File: config.mk
export PLATFORM = sky130hd
export DESIGN_NAME = tx_pkt_sequencer
export DESIGN_NICKNAME = d
export VERILOG_FILES = /design/src/rtl/tx_pkt_sequencer_pkg.sv /design/src/rtl/tx_pkt_sequencer_fifo.sv /design/src/rtl/tx_pkt_sequencer.sv
export SDC_FILE = /design/constraint.sdc
export NUM_CORES = 1
export LEC_CHECK = 0
export BUFFER_PORTS_ARGS = -buffer_cell sky130_fd_sc_hd__buf_4
export CORE_MARGIN = 2
export CORE_UTILIZATION = 65
export DETAILED_ROUTE_END_ITERATION = 6
export MAX_ROUTING_LAYER = met4
export PLACE_DENSITY = 0.85
export SLEW_MARGIN = 20
export SYNTH_ARGS = -nofsm -noshare
export SYNTH_HDL_FRONTEND = slang
export SYNTH_SLANG_ARGS = --single-unit
File: constraint.sdc
create_clock -name clk -period 7.7 [get_ports clk]
set_clock_uncertainty 0.15 [all_clocks]
set_input_delay 0.385 -clock clk [delete_from_list [all_inputs] [get_ports clk]]
set_output_delay 0.385 -clock clk [all_outputs]
set_load 0.01 [all_outputs]
File: src/rtl/tx_pkt_sequencer_pkg.sv
`default_nettype none
// ============================================================================
// Module      : tx_pkt_sequencer_pkg
// Description : Shared state encoding and framing constants for the TX
//               packet sequencer.
// Revision    : 1.0 - initial release
// ============================================================================
package tx_pkt_sequencer_pkg;

  // Framing state encoding
  localparam logic [1:0] C_ST_IDLE = 2'b00;
  localparam logic [1:0] C_ST_PRE  = 2'b01;
  localparam logic [1:0] C_ST_DATA = 2'b10;
  localparam logic [1:0] C_ST_GAP  = 2'b11;

  typedef enum logic [1:0] {
    IDLE = C_ST_IDLE,
    PRE  = C_ST_PRE,
    DATA = C_ST_DATA,
    GAP  = C_ST_GAP
  } state_t;

  // Preamble byte sent ahead of every payload
  localparam logic [7:0] C_DEFAULT_PREAMBLE = 8'hAA;

endpackage
`default_nettype wire

File: src/rtl/tx_pkt_sequencer_fifo.sv
`default_nettype none
// ============================================================================
// Module      : tx_byte_fifo
// Description : Synchronous byte FIFO with push, pop, flush and level/full/
//               empty status. Head byte is presented combinationally.
// Revision    : 1.0 - initial release
// ============================================================================
module tx_byte_fifo #(
  parameter int DEPTH = 4,
  parameter int WIDTH = 8
) (
  input  logic                     clk,
  input  logic                     rst,
  input  logic                     push,
  input  logic                     pop,
  input  logic                     flush,
  input  logic [WIDTH-1:0]         din,
  output logic [WIDTH-1:0]         dout,
  output logic [$clog2(DEPTH):0]   level,
  output logic                     full,
  output logic                     empty
);

  localparam int AW = $clog2(DEPTH);
  localparam logic [AW:0] C_FULL_LVL = (AW+1)'(DEPTH);

  logic [WIDTH-1:0] r_mem [DEPTH];
  logic [AW-1:0]    r_wr_ptr;
  logic [AW-1:0]    r_rd_ptr;
  logic [AW:0]      r_level;
  logic             w_do_push;
  logic             w_do_pop;

  assign full      = (r_level == C_FULL_LVL);
  assign empty     = (r_level == '0);
  assign level     = r_level;
  assign dout      = r_mem[r_rd_ptr];
  // A push into a full FIFO is dropped; a pop of an empty FIFO is ignored
  assign w_do_push = push && !full && !flush;
  assign w_do_pop  = pop && !empty && !flush;

  // Storage array; write at the tail pointer
  always_ff @(posedge clk) begin
    if (w_do_push) begin
      r_mem[r_wr_ptr] <= din;
    end
  end

  // Pointers wrap naturally because DEPTH is a power of two
  always_ff @(posedge clk or negedge rst) begin
    if (!rst) begin
      r_wr_ptr <= '0;
      r_rd_ptr <= '0;
      r_level  <= '0;
    end else if (flush) begin
      r_wr_ptr <= '0;
      r_rd_ptr <= '0;
      r_level  <= '0;
    end else begin
      if (w_do_push) r_wr_ptr <= r_wr_ptr + 1'b1;
      if (w_do_pop)  r_rd_ptr <= r_rd_ptr + 1'b1;
      case ({w_do_push, w_do_pop})
        2'b10:   r_level <= r_level + 1'b1;
        2'b01:   r_level <= r_level - 1'b1;
        default: r_level <= r_level;
      endcase
    end
  end

endmodule
`default_nettype wire

File: src/rtl/tx_pkt_sequencer.sv
`default_nettype none
// ============================================================================
// Module      : tx_pkt_sequencer
// Description : Buffers SPI bytes and serialises complete packets (preamble
//               + payload, MSB first) onto tx_bit with a programmable bit
//               period, followed by a one-bit inter-packet gap.
// Revision    : 1.0 - initial release
// ============================================================================
module tx_pkt_sequencer
  import tx_pkt_sequencer_pkg::*;
#(
  parameter int         DEPTH     = 4,
  parameter int         PKT_BYTES = 3,
  parameter logic [7:0] PREAMBLE  = C_DEFAULT_PREAMBLE,
  parameter int         BP_W      = 14
) (
  input  logic                     clk,
  input  logic                     rst,
  input  logic                     tx_en,
  input  logic [7:0]               spi_byte,
  input  logic                     spi_valid,
  input  logic [BP_W-1:0]          bit_period,
  output logic                     tx_bit,
  output logic                     tx_active,
  output logic                     pkt_done,
  output logic                     abort,
  output logic [$clog2(DEPTH):0]   fifo_level,
  output logic                     overflow
);

  localparam int LW = $clog2(DEPTH) + 1;
  localparam int BW = $clog2(PKT_BYTES + 1);
  localparam logic [LW-1:0] C_PKT_LVL = LW'(PKT_BYTES);
  localparam logic [BW-1:0] C_PKT_CNT = BW'(PKT_BYTES);

  state_t          r_state,    w_nxt_state;
  logic [BP_W-1:0] r_bp_q,     w_nxt_bp_q;
  logic [BP_W-1:0] r_cnt,      w_nxt_cnt;
  logic [2:0]      r_bit_cnt,  w_nxt_bit_cnt;
  logic [BW-1:0]   r_byte_cnt, w_nxt_byte_cnt;
  logic [7:0]      r_shift,    w_nxt_shift;
  logic            r_tx_bit,   w_nxt_tx_bit;
  logic            r_active,   w_nxt_active;
  logic            r_abort,    w_nxt_abort;
  logic            r_overflow;
  logic            r_tx_en_d;

  logic            w_fall;
  logic            w_term;
  logic            w_pop;
  logic [7:0]      w_head;
  logic [LW-1:0]   w_level;
  logic            w_full;
  logic            w_empty;

  // tx_en falling edge: aborts an active packet and flushes the buffer
  assign w_fall = r_tx_en_d && !tx_en;
  assign w_term = (r_cnt == r_bp_q - 1'b1);

  tx_byte_fifo #(
    .DEPTH (DEPTH),
    .WIDTH (8)
  ) u_fifo (
    .clk   (clk),
    .rst   (rst),
    .push  (spi_valid && !w_fall),
    .pop   (w_pop),
    .flush (w_fall),
    .din   (spi_byte),
    .dout  (w_head),
    .level (w_level),
    .full  (w_full),
    .empty (w_empty)
  );

  assign tx_bit     = r_tx_bit;
  assign tx_active  = r_active;
  assign abort      = r_abort;
  assign fifo_level = w_level;
  assign overflow   = r_overflow;
  // Decoded from registers so it lands on the final gap cycle
  assign pkt_done   = (r_state == GAP) && w_term;

  // Framing state, bit timing and shift register update
  always_ff @(posedge clk or negedge rst) begin
    if (!rst) begin
      r_state    <= IDLE;
      r_bp_q     <= '0;
      r_cnt      <= '0;
      r_bit_cnt  <= '0;
      r_byte_cnt <= '0;
      r_shift    <= '0;
      r_tx_bit   <= 1'b0;
      r_active   <= 1'b0;
      r_abort    <= 1'b0;
    end else begin
      r_state    <= w_nxt_state;
      r_bp_q     <= w_nxt_bp_q;
      r_cnt      <= w_nxt_cnt;
      r_bit_cnt  <= w_nxt_bit_cnt;
      r_byte_cnt <= w_nxt_byte_cnt;
      r_shift    <= w_nxt_shift;
      r_tx_bit   <= w_nxt_tx_bit;
      r_active   <= w_nxt_active;
      r_abort    <= w_nxt_abort;
    end
  end

  // Sticky overflow and tx_en edge history
  always_ff @(posedge clk or negedge rst) begin
    if (!rst) begin
      r_overflow <= 1'b0;
      r_tx_en_d  <= 1'b0;
    end else begin
      r_tx_en_d <= tx_en;
      if (w_fall) begin
        r_overflow <= 1'b0;
      end else if (spi_valid && w_full) begin
        r_overflow <= 1'b1;
      end
    end
  end

  // Next-state and datapath decode for the framing FSM
  always_comb begin
    w_nxt_state    = r_state;
    w_nxt_bp_q     = r_bp_q;
    w_nxt_cnt      = r_cnt;
    w_nxt_bit_cnt  = r_bit_cnt;
    w_nxt_byte_cnt = r_byte_cnt;
    w_nxt_shift    = r_shift;
    w_nxt_tx_bit   = r_tx_bit;
    w_nxt_active   = r_active;
    w_nxt_abort    = 1'b0;
    w_pop          = 1'b0;

    if (w_fall && (r_state != IDLE)) begin
      w_nxt_state    = IDLE;
      w_nxt_tx_bit   = 1'b0;
      w_nxt_active   = 1'b0;
      w_nxt_abort    = 1'b1;
      w_nxt_cnt      = '0;
      w_nxt_bit_cnt  = '0;
      w_nxt_byte_cnt = '0;
    end else begin
      case (r_state)
        IDLE: begin
          w_nxt_tx_bit = 1'b0;
          w_nxt_active = 1'b0;
          if (tx_en && (w_level >= C_PKT_LVL)) begin
            w_nxt_state    = PRE;
            w_nxt_bp_q     = (bit_period == '0) ? BP_W'(1) : bit_period;
            w_nxt_shift    = PREAMBLE;
            w_nxt_tx_bit   = PREAMBLE[7];
            w_nxt_active   = 1'b1;
            w_nxt_cnt      = '0;
            w_nxt_bit_cnt  = '0;
            w_nxt_byte_cnt = '0;
          end
        end
        PRE, DATA: begin
          if (w_term) begin
            w_nxt_cnt = '0;
            if (r_bit_cnt == 3'd7) begin
              w_nxt_bit_cnt = '0;
              // Next payload byte follows the previous last bit directly
              if ((r_state == PRE) || (r_byte_cnt < C_PKT_CNT)) begin
                w_pop          = !w_empty;
                w_nxt_shift    = w_head;
                w_nxt_tx_bit   = w_head[7];
                w_nxt_byte_cnt = r_byte_cnt + 1'b1;
                w_nxt_state    = DATA;
              end else begin
                w_nxt_tx_bit = 1'b0;
                w_nxt_state  = GAP;
              end
            end else begin
              w_nxt_bit_cnt = r_bit_cnt + 1'b1;
              w_nxt_shift   = {r_shift[6:0], 1'b0};
              w_nxt_tx_bit  = r_shift[6];
            end
          end else begin
            w_nxt_cnt = r_cnt + 1'b1;
          end
        end
        GAP: begin
          w_nxt_tx_bit = 1'b0;
          if (w_term) begin
            w_nxt_cnt    = '0;
            w_nxt_active = 1'b0;
            w_nxt_state  = IDLE;
          end else begin
            w_nxt_cnt = r_cnt + 1'b1;
          end
        end
        default: begin
          w_nxt_state = IDLE;
        end
      endcase
    end
  end

endmodule
`default_nettype wire
==> results by group <==
Clock network
  – Total CTS buffers: 9
  – Worst skew pair latency: 0.36 ns
  – Post-CTS setup buffers: 0
  – CTS tree: built
  – Cts repair resizes: 0
  – H-tree levels: 3
  – Clock Path Buffers: 2
  – Clk slew on worst S/H paths: 0.10 ns
  – CTS Sinks: 86
  – Root Buffer: clkbuf_8

Worst setup path
  – Critical path type: reg -> reg
  – Arr. time, crit path: roughly 4.8 ns
  – Crit path launch type: flip-flop
  – Crit-path cells: inv_1, ha_1, or4b_1, nor4_1, o2111ai_1, nor4_4, nand4_2, or2_1, or4_1, nor2_1, ha_1, fa_1, xnor2_1, or3_1, a21oi_1
  – Bufs and invs on worst path: 1
  – Slowest CP cell: or4b_1
  – Most used cell, CP: ha_1
  – CP max FO: 9
  – Critical path capture point type: flip-flop
  – Req. time, crit path: 7.82 ns
  – CP peak stage delay: 0.57 ns
  – CP top delay family: simple AND/OR/NAND/NOR gates

Detailed routing
  – DRC viols: 0
  – DRT Pass-1 Iters: 4
  – Vias per cell: about 6.2
  – DR vias: around 3300
  – WL final: a little over 9000 µm
  – Drt wl/cell: 17.7 µm
  – DR iter-0 viols: about 210
  – Routed Antenna Nets: 0

Floorplan
  – Row cnt: 30
  – Die span in y: 87.7 µm
  – Boundary Pins: 34
  – Chip Width: 87.7 µm
  – Starting Density: between 60 and 70%
  – Core box area: 6790 µm²
  – Die area: ~7700 µm²

Placement
  – # port buffers: 33
  – HPWL after DPL: roughly 6600 µm
  – Routability cong.: 0.838

Min path
  – Hold crit path type: in -> reg

STA
  – Fin. max-slew vios: 0
  – Final hold slack: 0.0121 ns
  – Slew headroom: 36.2%
  – Fmax: 0.214 GHz
  – Worst slew pin tran: 0.955 ns
  – Setup TNS: 0 ns
  – Final hold violation count: 0
  – Part of the cycle the worst path needs: roughly 61%
  – Post-layout min period: 4.67 ns
  – RSZ-0062 raised after global routing: false
  – Finish-stage setup viols: 0

Logic synthesis
  – Seq/Total Area, Yosys: 50.8%
  – Main flop type after synthesis: dfrtp_1
  – Synth cell types: 59
  – Synth async-reset ratio: 62.8%
  – Avg Cell Area, Syn: 11.2 µm²
  – Leading area contributor after synthesis: dfrtp_1
  – Top-area cell type share of the netlist area: between 20% and 30%
  – Post-synthesis register bit count: 86
  – Mapped cell area: around 4600 µm²
  – Post-synth top cells: 54 x dfrtp_1, 42 x nor2_1, 32 x edfxtp_1
  – Yosys warnings: 0
  – Post-synth EDFFs: 32
  – Post-Synthesis Cells: 407
  – Top-count cell post-synth: dfrtp_1
  – Area contributors post-synth: dfrtp_1 30%, edfxtp_1 21%, mux4_2 4.0%, ha_1 3.6%, nor2_1 3.5%
  – Syn Nets: 447

Layout
  – Register area: 2310 µm²
  – Area of the multi-input gates: 2090 µm²
  – Antenna diodes: 0
  – Fin nets: about 470
  – Area Growth Syn to Fin: 10.4%
  – Layout cells sized above 1: a little under a fifth
  – Filler cells: 440

Power and ir drop
  – Total power: 1.52 mW
  – Peak supply drop: between 0.2 and 0.25 mV
  – Total power per unit cell area: 302 nW/µm²
  – Reg power frac: 45.7%
  – Comb power frac: approximately 34%
  – Pleak: 2.07 nW
  – Sw power: 0.592 mW
  – Switching power share of the total: roughly 39%
  – Clock Power Share: 20.5%
  – P_int: 0.925 mW

Outcome
  – Status: finished clean

Global routing
  – Antenna violations before repair: 0
  – Grt ovf: 0
  – First-pass GRT wire length: ~15000 µm
  – Largest net degree at the start of global routing: 55
  – GRT Overall Usage: 27.0%
  – Number of global-route vias before repair: 3187

Job
  – Max-cap check violation count: 0
-- layout make-up --
cell class,instances,area share [%]
Clock buffer,9,2.46
Clock inverter,7,1.47
Inverter,12,0.896
Multi-Input combinational cell,285,41.6
Sequential cell,86,46.0
Tap cell,96,2.39
Timing Repair Buffer,34,5.13
-- layout by cell type (no fill, tap or decap), types with 9 or more instances in the layout --
| master | n |
|---|---|
| a31oi_1 | 14 |
| and3_1 | 9 |
| buf_4 | 33 |
| clkbuf_8 | 9 |
| dfrtp_1 | 54 |
| edfxtp_1 | 32 |
| ha_1 | 13 |
| inv_1 | 12 |
| mux2_2 | 13 |
| mux2i_1 | 9 |
| nand2_1 | 23 |
| nand3_1 | 16 |
| nor2_1 | 42 |
| nor3_1 | 9 |
| o21ai_0 | 14 |
| xnor2_1 | 12 |
| xor2_1 | 11 |
-- worst reg2reg max path: cells and delay by family, from the launching register on --
family | cells | cell delay [ns]
AOI/OAI and AO/OA | 2 | 0.35
buffers and inverters | 1 | 0.10
adders and majority gates | 3 | 0.79
and+or+nand+nor | 8 | 2.64
xor gates and xnor gates | 1 | 0.10
DFF | 1 | 0.44
-- through the flow --
stage / util (%) / setup slack (ns) / cell area, µm² / instances
6_report: 74.0 / 3.03 / 5030 / 529
5_1_grt: 74.0 / 2.75 / 5030 / 529
4_1_cts: 74.0 / 3.09 / 5030 / 529
3_5_place_dp: 70.9 / 3.16 / 4820 / 512
3_3_place_gp: 70.9 / 3.34 / 4820 / 512
2_1_floorplan: - / 3.62 / 4550 / 407
-- cells by family after synthesis --
kind of cell / after synthesis / synth area share, %
AO/OA/AOI/OAI: 76 / 12.2
XOR/XNOR: 23 / 4.42
adder cells (fa/ha/maj): 14 / 4.01
buffers and inverters: 36 / 3.27
flip-flops: 86 / 50.8
multiplexers: 30 / 9.15
AND/OR/NAND/NOR: 142 / 16.2
-- routing by layer --
metal  global-route usage, %  up-vias  share of wire [%]
met5                       -        -                  0
met4                    10.6        0                1.8
met3                    4.52       19                3.6
met2                    43.9      104                 51
met1                    33.9     1622                 43
li1                        -     1537                  -
-- flip-flops by register name, summed over array words and instances, names as in the netlist --
register / flops
u_fifo.r_rd_ptr: 2
abort: 1
tx_active: 1
r_bp_q: 14
u_fifo.level: 3
r_shift: 7
r_bit_cnt: 3
tx_bit: 1
r_tx_en_d: 1
u_fifo.r_mem: 32
r_cnt: 14
r_state: 2
r_byte_cnt: 2
overflow: 1
u_fifo.r_wr_ptr: 2
-- power groups by stage --
stage | registers (mW) | logic, mW | clock network [mW]
final | 0.693 | 0.513 | 0.311
after global placement | 0.691 | 0.486 | 0
after detailed placement | 0.700 | 0.504 | 0
after floorplan | 0.656 | 0.412 | 0
after CTS | 0.691 | 0.509 | 0.315
after global routing | 0.707 | 0.567 | 0.338
-- repair_timing --
item	CTS	global route
hold buffers	1	0
setup endpoints to repair	0	0
endpoints found under the hold margin	54	0
-- final timing paths --
check | start | to | slack [ns] | cells after the start
max | r_bp_q[0] | u_fifo.level[2] | 3.03 | 15
min | tx_en | r_tx_en_d | 0.01 | 1
max reg2reg | r_bp_q[0] | u_fifo.level[2] | 3.03 | 15
min reg2reg | r_byte_cnt[0] | r_byte_cnt[0] | 0.34 | 1
max in group asynchronous | rst | u_fifo.r_rd_ptr[0] | 6.51 | 2
min in group asynchronous | rst | r_cnt[5] | 0.45 | 2
Note: power is estimated with default switching activity, not from simulation.
